==> config.mk <==
export PLATFORM = sky130hd
export DESIGN_NAME = piradspi_cmd_queue
export DESIGN_NICKNAME = d
export VERILOG_FILES = /design/src/rtl/piradspi_pkg.sv /design/src/rtl/piradip_sync_fifo.sv /design/src/rtl/piradspi_cmd_queue.sv
export SDC_FILE = /design/constraint.sdc
export NUM_CORES = 2
export LEC_CHECK = 0
export ABC_CLOCK_PERIOD_IN_PS = 14500
export BUFFER_PORTS_ARGS = -buffer_cell sky130_fd_sc_hd__buf_2
export CAP_MARGIN = 20
export CORE_ASPECT_RATIO = 0.5
export CORE_MARGIN = 4
export CORE_UTILIZATION = 40
export CTS_CLUSTER_SIZE = 30
export DETAILED_ROUTE_END_ITERATION = 10
export PLACE_DENSITY = 0.61
export SYNTH_ARGS = -nofsm -noshare
export SYNTH_HDL_FRONTEND = slang
export SYNTH_SLANG_ARGS = --single-unit
export TNS_END_PERCENT = 30
==> constraint.sdc <==
create_clock -name aclk -period 14.5 [get_ports aclk]
set_clock_uncertainty 0.15 [all_clocks]
set_input_delay 1.45 -clock aclk [delete_from_list [all_inputs] [get_ports aclk]]
set_output_delay 1.45 -clock aclk [all_outputs]
set_load 0.05 [all_outputs]
==> src/rtl/piradspi_pkg.sv <==
// piradspi_pkg: shared types and constants for the SPI command queue.
//   wait_t / xfer_len_t : 8-bit timing fields of a profile
//   profile_t           : one timing profile (cpol, cpha, four waits, transfer length)
//   cmd_t               : one queued command (profile snapshot, command ID, device select)
//   REG_* / REGISTER_*  : register numbers; profile p field k lives at PROFBASE + PROFSIZE*p + k
//   prof_field()        : read view of one profile field
package piradspi_pkg;

    localparam int unsigned CMD_ID_WIDTH  = 16;
    localparam int unsigned CMD_DEV_WIDTH = 8;

    typedef logic [7:0] wait_t;
    typedef logic [7:0] xfer_len_t;

    typedef struct packed {
        logic      cpol;
        logic      cpha;
        wait_t     sclk_div;
        wait_t     start_wait;
        wait_t     csn_to_sclk;
        wait_t     sclk_to_csn;
        xfer_len_t xfer_len;
    } profile_t;

    typedef struct packed {
        profile_t                 prof;
        logic [CMD_ID_WIDTH-1:0]  id;
        logic [CMD_DEV_WIDTH-1:0] device;
    } cmd_t;

    localparam int unsigned REG_CTRL     = 0;
    localparam int unsigned REG_STATUS   = 1;
    localparam int unsigned REG_CMD_ID   = 2;
    localparam int unsigned REG_ENQUEUE  = 3;
    localparam int unsigned REG_CMPLCNT  = 4;
    localparam int unsigned REG_COALESCE = 5;
    localparam int unsigned REG_INTRACK  = 6;

    localparam int unsigned REGISTER_PROFBASE = 16;
    localparam int unsigned REGISTER_PROFSIZE = 8;

    localparam logic [2:0] PROF_POLPHA    = 3'd0;
    localparam logic [2:0] PROF_SCLKDIV   = 3'd1;
    localparam logic [2:0] PROF_STARTWAIT = 3'd2;
    localparam logic [2:0] PROF_CSNTOSCLK = 3'd3;
    localparam logic [2:0] PROF_SCLKTOCSN = 3'd4;
    localparam logic [2:0] PROF_XFERLEN   = 3'd5;

    localparam int unsigned CTRL_ENABLE_BIT  = 0;
    localparam int unsigned CTRL_AUTOINC_BIT = 1;
    localparam int unsigned CTRL_INTR_EN_BIT = 2;
    localparam int unsigned CTRL_FLUSH_BIT   = 3;

    localparam int unsigned STATUS_EMPTY_BIT    = 16;
    localparam int unsigned STATUS_FULL_BIT     = 17;
    localparam int unsigned STATUS_BUSY_BIT     = 18;
    localparam int unsigned STATUS_OVERFLOW_BIT = 31;

    localparam profile_t PROFILE_RESET = '{
        cpol:        1'b0,
        cpha:        1'b0,
        sclk_div:    8'hFF,
        start_wait:  8'hFF,
        csn_to_sclk: 8'hFF,
        sclk_to_csn: 8'hFF,
        xfer_len:    8'd8
    };

    // POLPHA packs cpol in bit 0 and cpha in bit 1; fields 6 and 7 are holes.
    function automatic wait_t prof_field(profile_t p, logic [2:0] k);
        case (k)
            PROF_POLPHA:    return {6'b0, p.cpha, p.cpol};
            PROF_SCLKDIV:   return p.sclk_div;
            PROF_STARTWAIT: return p.start_wait;
            PROF_CSNTOSCLK: return p.csn_to_sclk;
            PROF_SCLKTOCSN: return p.sclk_to_csn;
            PROF_XFERLEN:   return p.xfer_len;
            default:        return '0;
        endcase
    endfunction

endpackage

==> src/rtl/piradip_sync_fifo.sv <==
// piradip_sync_fifo: show-ahead synchronous FIFO.
//   clk_i, rst_i   : clock, asynchronous active-high reset
//   push_i, data_i : write request and data (taken when not full, or when popping)
//   pop_i          : remove head (ignored when empty)
//   flush_i        : empty the FIFO in one cycle
//   data_o         : current head, valid while !empty_o
//   count_o, full_o, empty_o : occupancy
module piradip_sync_fifo #(
    parameter int unsigned WIDTH = 8,
    parameter int unsigned DEPTH = 16
) (
    input  logic                     clk_i,
    input  logic                     rst_i,
    input  logic                     push_i,
    input  logic [WIDTH-1:0]         data_i,
    input  logic                     pop_i,
    input  logic                     flush_i,
    output logic [WIDTH-1:0]         data_o,
    output logic [$clog2(DEPTH):0]   count_o,
    output logic                     full_o,
    output logic                     empty_o
);
    localparam int unsigned AW = $clog2(DEPTH);

    logic [WIDTH-1:0] mem_q [DEPTH];
    logic [AW-1:0]    wr_ptr_q, rd_ptr_q;
    logic [AW:0]      count_q;
    logic             do_push, do_pop;

    assign empty_o = (count_q == '0);
    assign full_o  = (count_q == (AW+1)'(DEPTH));
    assign count_o = count_q;
    assign data_o  = mem_q[rd_ptr_q];

    // A pop frees the slot the same cycle, so a push into a full FIFO is legal then.
    assign do_pop  = pop_i & ~empty_o;
    assign do_push = push_i & (~full_o | do_pop);

    always_ff @(posedge clk_i or posedge rst_i) begin
        if (rst_i) begin
            wr_ptr_q <= '0;
            rd_ptr_q <= '0;
            count_q  <= '0;
        end else if (flush_i) begin
            wr_ptr_q <= '0;
            rd_ptr_q <= '0;
            count_q  <= '0;
        end else begin
            if (do_push) wr_ptr_q <= wr_ptr_q + 1'b1;
            if (do_pop)  rd_ptr_q <= rd_ptr_q + 1'b1;
            count_q <= count_q + (AW+1)'(do_push) - (AW+1)'(do_pop);
        end
    end

    always_ff @(posedge clk_i) begin
        if (do_push) mem_q[wr_ptr_q] <= data_i;
    end

endmodule

==> src/rtl/piradspi_cmd_queue.sv <==
// piradspi_cmd_queue: SPI control/status registers, timing profiles, command queue and
// coalesced completion interrupt.
//   aclk, areset               : clock, asynchronous active-high reset
//   wren/wreg_no/wdata/wstrb   : decoded register write port (byte enables)
//   rden/rreg_no/rreg_data     : decoded register read port (combinational data)
//   cmd_valid/cmd_ready/cmd    : command head towards the SPI engine
//   command_completed          : one-cycle completion pulse from the engine
//   engine_busy                : engine status, reflected in STATUS
//   engine_enable, intr_out    : CTRL enable bit, level interrupt
// ID_WIDTH and DEV_WIDTH must match the widths fixed in cmd_t.
module piradspi_cmd_queue
    import piradspi_pkg::*;
#(
    parameter int unsigned NUM_PROFILES       = 8,
    parameter int unsigned CMD_DEPTH          = 16,
    parameter int unsigned DATA_WIDTH         = 32,
    parameter int unsigned REGISTER_ADDR_BITS = 10,
    parameter int unsigned ID_WIDTH           = CMD_ID_WIDTH,
    parameter int unsigned DEV_WIDTH          = CMD_DEV_WIDTH
) (
    input  logic                          aclk,
    input  logic                          areset,
    input  logic                          wren,
    input  logic [REGISTER_ADDR_BITS-1:0] wreg_no,
    input  logic [DATA_WIDTH-1:0]         wdata,
    input  logic [DATA_WIDTH/8-1:0]       wstrb,
    input  logic                          rden,
    input  logic [REGISTER_ADDR_BITS-1:0] rreg_no,
    output logic [DATA_WIDTH-1:0]         rreg_data,
    output logic                          cmd_valid,
    input  logic                          cmd_ready,
    output cmd_t                          cmd,
    input  logic                          command_completed,
    input  logic                          engine_busy,
    output logic                          engine_enable,
    output logic                          intr_out
);
    localparam int unsigned PROF_BITS = $clog2(NUM_PROFILES);
    localparam int unsigned CNT_BITS  = $clog2(CMD_DEPTH) + 1;
    localparam int unsigned PROF_END  = REGISTER_PROFBASE + REGISTER_PROFSIZE * NUM_PROFILES;

    logic enable_q, enable_d, autoinc_q, autoinc_d, intr_en_q, intr_en_d;
    logic overflow_q, overflow_d, intr_q, intr_d, hold_q, hold_d;
    logic [ID_WIDTH-1:0]         cmd_id_q, cmd_id_d;
    logic [7:0]                  threshold_q, threshold_d, pending_q, pending_d, thr_eff;
    logic [23:0]                 timeout_q, timeout_d, timer_q, timer_d;
    logic [31:0]                 cmplcnt_q, cmplcnt_d;
    profile_t [NUM_PROFILES-1:0] profiles_q, profiles_d;

    logic [DATA_WIDTH-1:0] wmask, wdata_m, rdata;
    int unsigned           waddr, raddr;
    logic [PROF_BITS-1:0]  wprof, rprof;
    logic [2:0]            wfield, rfield;
    logic wr_ctrl, wr_status, wr_cmdid, wr_enq, wr_cmplcnt, wr_coal, wr_intrack, wr_prof;
    logic pop, enq_ok, flush, unused_wdata;
    cmd_t                  entry;
    logic [CNT_BITS-1:0]   q_count;
    logic                  q_full, q_empty;

    always_comb begin
        wmask = '0;
        for (int b = 0; b < DATA_WIDTH / 8; b++) wmask[8*b +: 8] = {8{wstrb[b]}};
    end

    assign wdata_m      = wdata & wmask;
    assign unused_wdata = ^wdata_m;
    assign waddr        = 32'(wreg_no);
    assign raddr        = 32'(rreg_no);

    assign wr_ctrl    = wren && waddr == REG_CTRL;
    assign wr_status  = wren && waddr == REG_STATUS;
    assign wr_cmdid   = wren && waddr == REG_CMD_ID;
    assign wr_enq     = wren && waddr == REG_ENQUEUE;
    assign wr_cmplcnt = wren && waddr == REG_CMPLCNT;
    assign wr_coal    = wren && waddr == REG_COALESCE;
    assign wr_intrack = wren && waddr == REG_INTRACK;
    assign wr_prof    = wren && waddr >= REGISTER_PROFBASE && waddr < PROF_END;
    assign wprof      = PROF_BITS'((waddr - REGISTER_PROFBASE) / REGISTER_PROFSIZE);
    assign wfield     = 3'((waddr - REGISTER_PROFBASE) % REGISTER_PROFSIZE);
    assign rprof      = PROF_BITS'((raddr - REGISTER_PROFBASE) / REGISTER_PROFSIZE);
    assign rfield     = 3'((raddr - REGISTER_PROFBASE) % REGISTER_PROFSIZE);

    // hold_q keeps an offered head valid until taken, even if enable drops meanwhile.
    assign cmd_valid = hold_q | (~q_empty & enable_q);
    assign pop       = cmd_valid & cmd_ready;
    assign enq_ok    = wr_enq & (~q_full | pop);
    assign flush     = wr_ctrl & wdata_m[CTRL_FLUSH_BIT] & ~enable_q & ~cmd_valid;

    // Profile index uses only the low bits, so out-of-range indices wrap.
    always_comb begin
        entry = '{prof:   profiles_q[wdata_m[PROF_BITS-1:0]],
                  id:     cmd_id_q,
                  device: wdata_m[16 +: DEV_WIDTH]};
    end

    piradip_sync_fifo #(
        .WIDTH ($bits(cmd_t)),
        .DEPTH (CMD_DEPTH)
    ) u_fifo (
        .clk_i   (aclk),
        .rst_i   (areset),
        .push_i  (enq_ok),
        .data_i  (entry),
        .pop_i   (pop),
        .flush_i (flush),
        .data_o  (cmd),
        .count_o (q_count),
        .full_o  (q_full),
        .empty_o (q_empty)
    );

    assign thr_eff = (threshold_q == 8'd0) ? 8'd1 : threshold_q;

    always_comb begin
        enable_d    = enable_q;
        autoinc_d   = autoinc_q;
        intr_en_d   = intr_en_q;
        overflow_d  = overflow_q;
        cmd_id_d    = cmd_id_q;
        threshold_d = threshold_q;
        timeout_d   = timeout_q;
        profiles_d  = profiles_q;
        hold_d      = cmd_valid & ~cmd_ready;

        if (wr_ctrl && wstrb[0]) begin
            enable_d  = wdata_m[CTRL_ENABLE_BIT];
            autoinc_d = wdata_m[CTRL_AUTOINC_BIT];
            intr_en_d = wdata_m[CTRL_INTR_EN_BIT];
        end
        if (wr_status && wdata_m[STATUS_OVERFLOW_BIT]) overflow_d = 1'b0;
        if (wr_enq && !enq_ok)                         overflow_d = 1'b1;

        if (wr_cmdid) begin
            cmd_id_d = (cmd_id_q & ~wmask[ID_WIDTH-1:0]) | wdata_m[ID_WIDTH-1:0];
        end else if (enq_ok && autoinc_q) begin
            cmd_id_d = cmd_id_q + 1'b1;
        end

        if (wr_coal) begin
            threshold_d = (threshold_q & ~wmask[7:0]) | wdata_m[7:0];
            timeout_d   = (timeout_q & ~wmask[31:8]) | wdata_m[31:8];
        end

        if (wr_prof && wstrb[0]) begin
            case (wfield)
                PROF_POLPHA: begin
                    profiles_d[wprof].cpol = wdata_m[0];
                    profiles_d[wprof].cpha = wdata_m[1];
                end
                PROF_SCLKDIV:   profiles_d[wprof].sclk_div    = wdata_m[7:0];
                PROF_STARTWAIT: profiles_d[wprof].start_wait  = wdata_m[7:0];
                PROF_CSNTOSCLK: profiles_d[wprof].csn_to_sclk = wdata_m[7:0];
                PROF_SCLKTOCSN: profiles_d[wprof].sclk_to_csn = wdata_m[7:0];
                PROF_XFERLEN:   profiles_d[wprof].xfer_len    = wdata_m[7:0];
                default: ;
            endcase
        end

        cmplcnt_d = (wr_cmplcnt ? 32'd0 : cmplcnt_q) + 32'(command_completed);

        // Coalescing: an ack restarts from the completion arriving with it, if any.
        if (wr_intrack) begin
            pending_d = {7'd0, command_completed};
            timer_d   = '0;
            intr_d    = 1'b0;
        end else begin
            pending_d = (command_completed && pending_q != 8'hFF) ? pending_q + 8'd1 : pending_q;
            if (pending_q == 8'd0)      timer_d = '0;
            else if (&timer_q)          timer_d = timer_q;
            else                        timer_d = timer_q + 24'd1;
            intr_d = intr_q | (pending_d >= thr_eff)
                            | (timeout_q != 24'd0 && timer_d == timeout_q);
        end
    end

    always_ff @(posedge aclk or posedge areset) begin
        if (areset) begin
            enable_q    <= 1'b0;
            autoinc_q   <= 1'b0;
            intr_en_q   <= 1'b0;
            overflow_q  <= 1'b0;
            intr_q      <= 1'b0;
            hold_q      <= 1'b0;
            cmd_id_q    <= '0;
            threshold_q <= 8'd1;
            timeout_q   <= '0;
            pending_q   <= '0;
            timer_q     <= '0;
            cmplcnt_q   <= '0;
            profiles_q  <= {NUM_PROFILES{PROFILE_RESET}};
        end else begin
            enable_q    <= enable_d;
            autoinc_q   <= autoinc_d;
            intr_en_q   <= intr_en_d;
            overflow_q  <= overflow_d;
            intr_q      <= intr_d;
            hold_q      <= hold_d;
            cmd_id_q    <= cmd_id_d;
            threshold_q <= threshold_d;
            timeout_q   <= timeout_d;
            pending_q   <= pending_d;
            timer_q     <= timer_d;
            cmplcnt_q   <= cmplcnt_d;
            profiles_q  <= profiles_d;
        end
    end

    // Reads see register state only, so a same-cycle write is not yet visible.
    always_comb begin
        rdata = '0;
        case (raddr)
            REG_CTRL:     rdata[2:0] = {intr_en_q, autoinc_q, enable_q};
            REG_STATUS: begin
                rdata[15:0]                = 16'(q_count);
                rdata[STATUS_EMPTY_BIT]    = q_empty;
                rdata[STATUS_FULL_BIT]     = q_full;
                rdata[STATUS_BUSY_BIT]     = engine_busy;
                rdata[STATUS_OVERFLOW_BIT] = overflow_q;
            end
            REG_CMD_ID:   rdata[ID_WIDTH-1:0] = cmd_id_q;
            REG_CMPLCNT:  rdata[31:0] = cmplcnt_q;
            REG_COALESCE: rdata[31:0] = {timeout_q, threshold_q};
            default: begin
                if (raddr >= REGISTER_PROFBASE && raddr < PROF_END) begin
                    rdata[7:0] = prof_field(profiles_q[rprof], rfield);
                end
            end
        endcase
    end

    assign rreg_data     = rden ? rdata : '0;
    assign engine_enable = enable_q;
    assign intr_out      = intr_q & intr_en_q;

endmodule
==> flow_metrics.py <==
metrics = {
    "critical_path": {
        "max_stage_delay_ps": 680,
        "cp-end-kind": "output port",
        "crit_slowest_cell": "buf_4",
        "critPathRequiredTime_ps": 12900,
        "arrival_ps": 5380,
        "path_cells": "buf_4 > inv_1 > ha_2 > buf_4 > mux2i_1 > o22ai_1 > nor4_1 > o22ai_1 > and2_1 > buf_2",
        "critical_path_class": "input port to output port",
        "critPathMaxFanout": 47,
        "cp-start-kind": "input port",
    },
    "clock_tree": {
        "cts_buffers": 145,
        "holdBufCountCts": 0,
        "ctsResizeCount": 0,
        "htree_num_levels": 4,
        "cts_sinks": 1523,
        "cts_tree": "done",
        "clockRootBuffer": "clkbuf_16",
        "postCtsSetupBuffers": 0,
        "clockBufferDepth": 3,
        "clk_pin_slew_ps": 60,
        "worstSkewPairLatency_ps": 780,
    },
    "placed_design": {
        "dp_slack_ps": 7511,
        "portBuffers": 163,
        "gp_routability_congestion": 0.8705,
        "place_area_sq_um": 68890,
        "hpwl_microns": 104500,
        "dp.cells": 6041,
    },
    "die": {
        "fp.dieH_microns": 294.7,
        "fp.dieW_microns": 581.3,
        "initial_utilization": 0.4054,
        "ioPinCount": 164,
        "rows": 104,
        "coreArea_sq_um": 162100,
        "dieArea_sq_um": 171300,
    },
    "synth": {
        "synth-adder-area-share": 0.005444,
        "yosys-mux-area-fraction": 0.1898,
        "ys_ff_latch": 1523,
        "synth_compound_area_frac": 0.05870,
        "synth-edff-count": 1056,
        "synthesis.area_sq_um": 65740,
        "synth_seq_area_share": 0.6652,
        "synth_xor_area_frac": 0.009193,
        "synthSimpleGateAreaFrac": 0.05497,
        "synth_top_family_by_area": "multiplexers",
        "syn-num-nets": 3992,
        "async_reset_ff_frac": 0.3066,
        "ys_warn_count": 0,
        "synthFlopType": "edfxtp_1",
        "synth.distinct_cells": 71,
        "netlist_instances": 3901,
        "syn_area_per_cell_sq_um": 16.85,
    },
    "worst_hold_path": {
        "hold_path_class": "register to register",
    },
    "route": {
        "vias": 38170,
        "drc_errors": 0,
        "totalWireLength_microns": 179000,
        "drtPass1Iterations": 7,
        "first_iter_violations": 4564,
        "wl_per_cell_microns": 28.34,
        "detail_route.vias_per_cell": 6.041,
        "drt.antenna.violating_nets": 0,
    },
    "power_and_ir_drop": {
        "leakagePower_nw": 25.54,
        "powerDensity_nw_per_um2": 127.5,
        "pwr-share-seq": 0.506,
        "fin_total_pwr_mw": 9.396,
        "p_sw_frac": 0.2399,
        "clock_power_share": 0.405,
        "internal_power_mw": 7.142,
        "switchingPower_mw": 2.254,
        "p_comb_frac": 0.088,
        "vdd_drop_max_uv": 90.05,
    },
    "layout": {
        "layout.nets": 4112,
        "final_layout_size_suffix_gt1_frac": 0.3263,
        "fin_area_sq_um": 73710,
        "fin_util": 0.4546,
        "instances_no_fill": 6318,
        "syn2layout_area_growth_pct": 12.12,
    },
    "sta": {
        "hold_slack_ps": 336.7,
        "max_freq_ghz": 0.1434,
        "maxSlewViolCount": 0,
        "hold_viol_final": 0,
        "fin_crit_ps": 6975,
        "tightest_slew_ps": 1145,
        "tns_ps": 0,
        "rsz0062_at_grt": "no",
        "setup_violations": 0,
        "layout_worst_path_cycle_share": 0.4811,
        "slew-limit-headroom": 0.2347,
        "setup_ws_ps": 7525,
    },
    "run_status": {
        "outcome": "completed",
    },
    "run": {
        "drv_cap": 0,
    },
    "grt": {
        "grt_max_degree": 170,
        "grt_pass1_wl_microns": 262700,
        "globalRouteTotalUtil": 0.2067,
        "antenna_found_initial": 8,
        "grt.overflow.total": 0,
        "first_global_vias": 38130,
    },
}
## placed cells by master (no fill, tap or decap), drive strengths merged, types with 26 or more instances in the layout
| cell | count |
|---|---|
| and3 | 26 |
| and2 | 61 |
| clkinv | 65 |
| a22oi | 62 |
| a221oi | 47 |
| xor2 | 34 |
| nand2 | 292 |
| inv | 47 |
| a22o | 47 |
| nand4 | 26 |
| edfxtp | 1056 |
| buf | 221 |
| o21ai | 223 |
| a21o | 49 |
| mux4 | 459 |
| nand3 | 40 |
| ha | 27 |
| dfstp | 265 |
| a211oi | 47 |
| a21oi | 32 |
| xnor2 | 35 |
| clkbuf | 178 |
| nor2 | 170 |
| mux2 | 148 |
| mux2i | 47 |
| dfrtp | 202 |
| nor3 | 39 |
## final cells by class
| type | count | area (sq um) |
|---|---|---|
| inverter | 40 | 157.7 |
| tap | 2173 | 2719 |
| sequential | 1523 | 43740 |
| timing repair buffer | 222 | 1344 |
| clock buffer | 177 | 3872 |
| antenna | 5 | 12.51 |
| fill | 13850 | 88430 |
| multi-input combinational | 2089 | 21000 |
| clock inverter | 89 | 858.3 |
## cells by family (layout without fill, tap and decap cells)
kind of cell | count (synthesis) | after routing
multiplexers | 654 | 654
adder cells (fa/ha/maj) | 28 | 28
AO/OA/AOI/OAI | 578 | 578
XOR/XNOR | 69 | 69
other | 0 | 5
flip-flops | 1523 | 1523
AND/OR/NAND/NOR | 760 | 760
buffers and inverters | 289 | 528
## worst paths after layout
kind	start	cells after the start	to	slack, ps
setup / recovery	rreg_no[4]	10	rreg_data[0]	7520
hold / removal	register	2	register	340
setup reg to reg	u_fifo.count_o[2]$_DFF_PP0_	8	u_fifo.mem_q[2][47]$_DFFE_PP_	10000
hold reg to reg	register	2	register	340
max in group asynchronous	areset	5	async pin	10610
min in group asynchronous	areset	2	timer_q[16]$_DFF_PP0_	600
## power by group through the flow
| stage | clock network (mW) | registers [mW] | logic, mW |
|---|---|---|---|
| finish | 3.81 | 4.76 | 0.830 |
| global route | 4.07 | 4.76 | 0.900 |
| CTS | 3.88 | 4.76 | 0.844 |
| detailed placement | 0 | 4.84 | 0.842 |
| global placement | 0 | 4.84 | 0.828 |
| floorplan | 0 | 4.80 | 0.653 |
## per-layer routing
metal | wire (microns) | global-route usage
met1 | 77750 | 0.3024
met4 | 4342 | 0.06025
met2 | 82980 | 0.3201
met3 | 13980 | 0.03468
met5 | 0 | 0
## Yosys cell counts, types with 49 or more instances
| library cell | number | area share |
|---|---|---|
| and2_1 | 60 | 0.0057 |
| a22oi_1 | 62 | 0.0071 |
| dfrtp_1 | 202 | 0.077 |
| o21ai_0 | 216 | 0.016 |
| mux2_2 | 148 | 0.025 |
| nand2_1 | 292 | 0.017 |
| edfxtp_1 | 1056 | 0.48 |
| mux4_2 | 459 | 0.16 |
| clkbuf_1 | 209 | 0.012 |
| dfstp_2 | 265 | 0.11 |
| nor2_1 | 170 | 0.0097 |
| a21o_1 | 49 | 0.0056 |
## worst max-delay path: cells and delay by family
kind            cells  cell delay [ps]
simple gates        2              890
compound gates      2              490
buf+inv             4             1660
mux                 1              400
fa+ha+maj           1              340
(Power assumes the default switching activity.)
